## config.mk

```make
export PLATFORM = sky130hd
export DESIGN_NAME = regfile_writeback
export DESIGN_NICKNAME = d
export VERILOG_FILES = /design/src/rtl/regfile_writeback.sv
export SDC_FILE = /design/constraint.sdc
export NUM_CORES = 1
export LEC_CHECK = 0
export CAP_MARGIN = 15
export CORE_UTILIZATION = 49
export DETAILED_ROUTE_END_ITERATION = 10
export PLACE_DENSITY = 0.81
export SYNTH_ARGS = -nofsm -noshare
export SYNTH_HDL_FRONTEND = slang
export SYNTH_SLANG_ARGS = --single-unit
```

## constraint.sdc

```tcl
create_clock -name clk -period 2.4 [get_ports clk]
set_input_delay 0.48 -clock clk [delete_from_list [all_inputs] [get_ports clk]]
set_output_delay 0.48 -clock clk [all_outputs]
set_load 0.02 [all_outputs]
```

## src/rtl/regfile_writeback.sv

```systemverilog
// Write-port arbiter for the integer register file: merges ALU results with a FIFO of
// long-latency results and tracks pending long-latency destinations for hazard checks.
module regfile_writeback #(
  parameter int unsigned DEPTH      = 4,
  parameter int unsigned STARVE_MAX = 3
) (
  input  logic        clk,
  input  logic        rst,
  input  logic        alu_valid,
  input  logic [4:0]  alu_rd,
  input  logic [31:0] alu_data,
  input  logic        ext_valid,
  output logic        ext_ready,
  input  logic [4:0]  ext_rd,
  input  logic [31:0] ext_data,
  input  logic        issue_valid,
  input  logic [4:0]  issue_rd,
  input  logic [4:0]  rs1_addr,
  input  logic [4:0]  rs2_addr,
  output logic        rs1_busy,
  output logic        rs2_busy,
  output logic        stall_req,
  output logic        RegWEn,
  output logic [4:0]  rd_addr,
  output logic [31:0] rd_data
);

  localparam int unsigned AW = (DEPTH > 1) ? $clog2(DEPTH) : 1;
  localparam int unsigned CW = AW + 1;
  localparam int unsigned SW = (STARVE_MAX > 0) ? $clog2(STARVE_MAX + 1) : 1;

  // Long-latency result FIFO storage
  logic [4:0]    fifo_rd_q   [DEPTH];
  logic [31:0]   fifo_data_q [DEPTH];
  logic [AW-1:0] wr_ptr_q, wr_ptr_d;
  logic [AW-1:0] rd_ptr_q, rd_ptr_d;
  logic [CW-1:0] count_q, count_d;

  logic          regwen_q, regwen_d;
  logic [4:0]    rd_addr_q, rd_addr_d;
  logic [31:0]   rd_data_q, rd_data_d;

  logic [SW-1:0] starve_q, starve_d;
  logic [SW:0]   starve_inc;
  logic          stall_q, stall_d;

  logic [31:1]   pend_q, pend_d;

  logic          fifo_empty;
  logic          push_hs;
  logic          push;
  logic          pop;
  logic          alu_cand;
  logic [4:0]    head_rd;
  logic [31:0]   head_data;

  assign fifo_empty = (count_q == '0);
  assign ext_ready  = (count_q != CW'(DEPTH));
  assign push_hs    = ext_valid && ext_ready;
  // x0 results complete the handshake but are never stored
  assign push       = push_hs && (ext_rd != 5'd0);
  assign alu_cand   = alu_valid && (alu_rd != 5'd0);
  assign pop        = !alu_cand && !fifo_empty;
  assign head_rd    = fifo_rd_q[rd_ptr_q];
  assign head_data  = fifo_data_q[rd_ptr_q];
  assign starve_inc = {1'b0, starve_q} + (SW + 1)'(1);

  always_comb begin
    wr_ptr_d = wr_ptr_q;
    rd_ptr_d = rd_ptr_q;
    count_d  = count_q;
    if (push) wr_ptr_d = wr_ptr_q + AW'(1);
    if (pop)  rd_ptr_d = rd_ptr_q + AW'(1);
    unique case ({push, pop})
      2'b10:   count_d = count_q + CW'(1);
      2'b01:   count_d = count_q - CW'(1);
      default: count_d = count_q;
    endcase
  end

  always_comb begin
    regwen_d  = 1'b0;
    rd_addr_d = rd_addr_q;
    rd_data_d = rd_data_q;
    if (alu_cand) begin
      regwen_d  = 1'b1;
      rd_addr_d = alu_rd;
      rd_data_d = alu_data;
    end else if (pop) begin
      regwen_d  = 1'b1;
      rd_addr_d = head_rd;
      rd_data_d = head_data;
    end
  end

  // Stall is raised on the edge the counter would reach STARVE_MAX, so the head
  // loses exactly STARVE_MAX times before the pipeline yields a slot.
  always_comb begin
    starve_d = starve_q;
    stall_d  = 1'b0;
    if (fifo_empty || pop) begin
      starve_d = '0;
    end else if (alu_cand) begin
      if (starve_inc >= (SW + 1)'(STARVE_MAX)) begin
        stall_d  = 1'b1;
        starve_d = '0;
      end else begin
        starve_d = starve_inc[SW-1:0];
      end
    end
  end

  // Set has priority over the clear from a same-cycle FIFO write
  always_comb begin
    pend_d = pend_q;
    if (pop && (head_rd != 5'd0)) pend_d[head_rd] = 1'b0;
    if (issue_valid && (issue_rd != 5'd0)) pend_d[issue_rd] = 1'b1;
  end

  assign rs1_busy = (rs1_addr != 5'd0) && pend_q[rs1_addr];
  assign rs2_busy = (rs2_addr != 5'd0) && pend_q[rs2_addr];

  always_ff @(posedge clk) begin
    if (push) begin
      fifo_rd_q[wr_ptr_q]   <= ext_rd;
      fifo_data_q[wr_ptr_q] <= ext_data;
    end
  end

  always_ff @(posedge clk) begin
    if (rst) begin
      wr_ptr_q  <= '0;
      rd_ptr_q  <= '0;
      count_q   <= '0;
      regwen_q  <= 1'b0;
      rd_addr_q <= '0;
      rd_data_q <= '0;
      starve_q  <= '0;
      stall_q   <= 1'b0;
      pend_q    <= '0;
    end else begin
      wr_ptr_q  <= wr_ptr_d;
      rd_ptr_q  <= rd_ptr_d;
      count_q   <= count_d;
      regwen_q  <= regwen_d;
      rd_addr_q <= rd_addr_d;
      rd_data_q <= rd_data_d;
      starve_q  <= starve_d;
      stall_q   <= stall_d;
      pend_q    <= pend_d;
    end
  end

  assign RegWEn    = regwen_q;
  assign rd_addr   = rd_addr_q;
  assign rd_data   = rd_data_q;
  assign stall_req = stall_q;

endmodule
```

== Word level (Yosys, flattened, before mapping) ==
Memory sizes are Yosys's and may differ from the RTL's. A register that Yosys moved wholly into a read port is not among the register bits.
Index checks and enable logic that the tools add are counted.

* RAM bits: 148
* Bits in registers: 79
* Output and inout port bits: 42
* Bits of input ports: 94
* Logic and storage cells: 79
* Memories kept: 2

{| class="wikitable"
|+ Memories
! name !! words !! bits a word !! read ports !! clocked after Yosys merged registers in !! write ports !! RTL line !! text
|-
| fifo_data_q || 4 || 32 || 1 || 1 || 1 || 34 || <nowiki>logic [31:0] fifo_data_q [DEPTH];</nowiki>
|-
| fifo_rd_q || 4 || 5 || 1 || 1 || 1 || 33 || <nowiki>logic [4:0] fifo_rd_q [DEPTH];</nowiki>
|}

* Mux-type cells: 25
* Magnitude comparators: 7
* $add $sub $neg: 5
* Bitwise logic cells: 4
* Reduce and logical (&&, ||, !) cells: 24
* Equality and inequality tests: 3

{| class="wikitable"
|+ Operators with widths
! cell !! count
|-
| two-way mux 32 bit || 2
|-
| two-way mux 31 bit || 2
|-
| AND 31 bit || 1
|-
| NOT 31 bit || 1
|-
| bitwise OR 31 bit || 1
|-
| nonzero test 5 bit || 6
|-
| < comparator 5 x 6 -> 1 bit (second input constant) || 4
|-
| binary-select mux 1 bit (select 5 bit) || 2
|-
| demux 1 bit (select 5 bit) || 2
|-
| greater-or-equal comparator 5 x 1 -> 1 bit (second input constant) || 2
|-
| logical AND 1 bit || 10
|-
| two-way mux 2 bit || 5
|-
| two-way mux 5 bit || 2
|-
| two-way mux 1 bit || 9
|-
| case mux 3 bit (2 select lines) || 1
|-
| adder 2 x 1 -> 2 bit (second input constant) || 2
|-
| nonzero test 2 bit || 2
|-
| adder 2 x 1 -> 3 bit (second input constant) || 1
|-
| adder 3 x 1 -> 3 bit (second input constant) || 1
|-
| greater-or-equal comparator 3 x 2 -> 1 bit (second input constant) || 1
|-
| logical NOT 3 bit || 1
|-
| != test 3 bit (second input constant) || 1
|-
| OR reduction 3 bit || 1
|-
| subtractor 3 x 1 -> 3 bit (second input constant) || 1
|-
| 6 further kinds || 7
|}

== Longest topological paths before layout ==
* Depth in word-level cells: 9
* Depth in mapped cells: 11
* Depth with buffers taken out: 9

== Worst setup path before layout ==
Ideal clock, no wire load.

* Path kind: in2reg
* From: input ext_rd[0]
* To: register count_q[2]
* Cell stages on the path: 9
* Library setup time: 70 ps
* Data required time: 2330 ps
* Slack: -155 ps
* Buffers on the path: 0
* Data arrival time: 2484 ps
* Cells stage by stage: or4_1 > o211a_1 > inv_1 > ha_1 > inv_1 > fa_1 > xor2_1 > or3_1 > a21oi_1

* Word-level cells in the longest chain between the ends: 4
* Elaborated cells between the ends (all ways): 6
* Classes of those cells: 2 x eq/ne; 1 x mux; 3 x reduce/logical

{| class="wikitable"
|+ RTL lines
! element !! RTL line !! text
|-
| start, declared || 14 || <nowiki>input logic [4:0] ext_rd,</nowiki>
|-
| nonzero test 5 bit * || 61 || <nowiki>assign push = push_hs && (ext_rd != 5'd0);</nowiki>
|-
| logical AND 1 bit * || 61 ||
|-
| equality test 2 x 1 -> 1 bit or equality test 2 bit (tied branches) || 74 || <nowiki>unique case ({push, pop})</nowiki>
|-
| case mux 3 bit (2 select lines) or nonzero test 2 bit (tied branches) || n/a ||
|-
| end signal, assigned || 144 || <nowiki>count_q <= count_d;</nowiki>
|-
| end, declared || 37 || <nowiki>logic [CW-1:0] count_q, count_d;</nowiki>
|}

Every way passes the cells marked *; elsewhere a longest branch is shown, timed or not.
A chain may end at the register's enable or synchronous reset.

== Worst setup path after layout ==
* From: input ext_rd[4]
* To: register count_q[2]

The elaborated chain is that of the path after synthesis.

==> impl_metrics.yaml <==
logic_synthesis:
  synthesis.area_um2: 9520
  synth.most_common_cell: "edfxtp_1"
  ys_top_cells_by_count: "edfxtp_1 (148), nand2_1 (82), dfxtp_1 (81)"
  muxShareOfSynthArea_pct: 12.6
  syn_nets: 792
  synth_top_cell_area_share_pct: 46.7
  synthDistinctLibCells: 51
  synth_area_leader_cell: "edfxtp_1"
  synth-edff-count: 148
  seq_area_frac_synth_pct: 63.7
  synthCells: 692
  yosys.area_share.xor_xnor_pct: 0.460
  yosys_register_bits: 229
  synth_simple_gate_area_share_pct: 10.5
  synth_top_family_by_area: "multiplexers"
  ys_top_cells_by_area: "edfxtp_1 (47%), dfxtp_1 (17%), mux4_2 (12%)"
  yosysWarnings: 0
  synth_area_per_cell_um2: 13.8
  synth_compound_area_share_pct: 9.14
  ys_async_sr_fraction_pct: 0
  synth_ff_type: "edfxtp_1"
  synthAdderAreaFrac_pct: 0.868
route:
  viasPerCell: 5.72
  first_pass_iters: 5
  totalWireLength_um: 23200
  drcViolationCount: 0
  drt_iter0_markers: 472
  vias: 6691
  wl_per_cell_um: 19.8
  ant_nets: 0
clock_tree:
  clock-sinks: 229
  clockRootBuffer: "clkbuf_16"
  cts_tree: "built"
  numCtsBuffers: 23
  clock_path_buffers: 3
  htreeDepth: 1
  clk_latency_ps: 500
  hold_buffers: 0
  clk_pin_slew_worst_paths_ps: 60
setup_path:
  crit_path_max_incr_delay_ps: 530
  critPathSlowestCell: "or4_1"
  critPathRequiredTime_ps: 2830
  critPathLaunchType: "primary input"
  cp-end-kind: "register"
  path_class: "in2reg"
  cp_data_arrival_time_ps: 2850
  cp_cell_sequence: "dlygate4sd2_1 > or4_1 > o211a_1 > inv_2 > ha_4 > inv_1 > fa_2 > xor2_1 > or3_4 > a21oi_2"
  worstPathMaxFanout: 2
sta:
  rsz0062_at_grt: "yes"
  min_period_ps: 2420
  max_freq_ghz: 0.413
  max_slew_margin_pct: 61.2
  hold_viol: 0
  drv_slew: 0
  finalSetupViolations: 1
  timing.final.ws_setup_ps: -22.1
  worstMarginPinSlew_ps: 566
  skew_ps: 10.8
  fin_crit_sh_pct: 101
grt:
  antenna_found_initial: 0
  grt_pass1_vias: 6699
  overflow: 0
  grt_max_degree: 59
  grt.total_usage_pct: 23.3
  grt_pass1_wl_um: 35900
floorplanning:
  core_area_um2: 18900
  start_util_pct: 50.4
  die_h_um: 141
  die_x_um: 141
  dieArea_um2: 20000
  pin_count: 136
  rows: 50
power_and_ir_drop:
  leakagePower_nw: 4.29
  powerDensity_nw_per_um2: 920
  power.ir.vdd_worst_mv: 0.686
worst_hold_path:
  holdCritPathClass: "in2reg"
cells_and_area:
  n_fill_cell: 1354
  area_delta_synth_final_pct: 32.0
  final_cells: 1169
  nets: 993
  drive_gt1_share_pct: 23.5
  diodes: 0
  finish.utilization_pct: 66.5
run_status:
  violations: "negative setup slack"
  status: "finished with violations"
flow_run:
  drv_cap: 0
place:
  gp_congestion: 0.913
  dp.cells: 1116
  portBuffers: 135
  hpwl_um: 15500
## cell families (layout without fill, tap and decap cells)
kind of cell / Yosys count / count (layout)
DFF: 229 / 229
AOI/OAI and AO/OA: 120 / 120
adders and majority gates: 6 / 6
muxes: 57 / 57
xor gates and xnor gates: 5 / 5
buffers and inverters: 61 / 278
and+or+nand+nor: 214 / 214
## per-layer routing
metal	wire, um	GRT usage, %	up-vias
met5	0	0	-
met4	496	7.15	0
met3	1480	3.44	32
met2	11800	41.1	249
met1	9390	29.8	3323
li1	-	-	3087
## registers in the layout, summed over array words and instances, names as in the netlist, named ones only
| signal | count |
|---|---|
| fifo_data_q | 128 |
| rd_data | 32 |
| pend_q | 31 |
| fifo_rd_q | 20 |
| rd_addr | 5 |
| count_q | 3 |
| rd_ptr_q | 2 |
| starve_q | 2 |
| wr_ptr_q | 2 |
| RegWEn | 1 |
| stall_req | 1 |
## final timing paths
| check | slack [ps] | from | cells past startpoint | endpoint |
|---|---|---|---|---|
| min | 370 | ext_rd[0] | 2 | fifo_rd_q[2][0]$_DFFE_PP_ |
| max reg2reg | 30 | count_q[2]$_SDFFE_PP0P_ | 15 | wr_ptr_q[1]$_SDFFE_PP0P_ |
| min reg2reg | 420 | starve_q[0]$_SDFFE_PP0P_ | 1 | starve_q[0]$_SDFFE_PP0P_ |
| max | -20 | ext_rd[4] | 10 | count_q[2]$_SDFFE_PP0P_ |
## critical path: cells and delay by family
family / cells / cell delay, ps
AOI/OAI and AO/OA: 2 / 440
xor gates and xnor gates: 1 / 170
adders and majority gates: 2 / 460
buffers and inverters: 3 / 390
and+or+nand+nor: 2 / 920
## layout make-up
class	instances	area (um2)	share of cell area, %
Inverter	10	37.5	0.299
Timing Repair Buffer	227	2100	16.7
Clock inverter	15	174	1.38
Sequential cell	229	6070	48.4
Clock buffer	26	597	4.75
Tap cell	260	325	2.59
Multi-Input combinational cell	402	3250	25.9
## repair_timing
action | 4_1_cts | 5_1_grt
pin swaps | 3 | 7
endpoints found under the setup margin | 4 | 4
setup buffers | 10 | 1
gates cloned | 0 | 0
gates resized for setup | 24 | 12
## per-stage QoR
step | TNS [ps] | setup WS [ps] | hold WS, ps | instance area, um2 | power, W
CTS | 0 | 6.39 | 413 | 12500 | 0.0116
floorplan | -111 | -111 | 391 | 9520 | 0.00667
global placement | -27660 | -722 | 397 | 11700 | 0.00785
detailed placement | -34340 | -738 | 413 | 11700 | 0.00793
finish | -22.1 | -22.1 | 371 | 12600 | 0.0116
global route | -104 | -41.4 | 360 | 12600 | 0.0120
## cells in the final DEF (no fill, tap or decap), types with 4 or more instances in the layout
master,instances
dlygate4sd2_1,8
mux2i_1,6
nor3_1,5
edfxtp_1,148
nand3_1,10
nor2_1,63
nand4b_1,5
clkinv_2,4
buf_4,87
clkbuf_16,23
a311oi_1,41
xor2_1,4
dfxtp_2,5
ha_1,4
nand2_1,82
a211oi_1,4
or3_1,4
or2_2,6
o31ai_1,20
and2_2,4
nand2b_1,4
clkdlybuf4s50_1,120
a21oi_1,35
mux4_2,50
nand4_1,10
clkinvlp_4,5
buf_12,6
dfxtp_1,76
inv_1,8
## power breakdown
| group | internal, W | total, W | leakage (nW) | switching, W |
|---|---|---|---|---|
| clock | 0.00213 | 0.00361 | 0.365 | 0.00148 |
| combinational | 0.00135 | 0.00314 | 1.90 | 0.00179 |
| sequential | 0.00463 | 0.00480 | 2.02 | 0.000172 |
| total | 0.00811 | 0.0116 | 4.29 | 0.00345 |
Note: power is estimated with default switching activity, not from simulation.
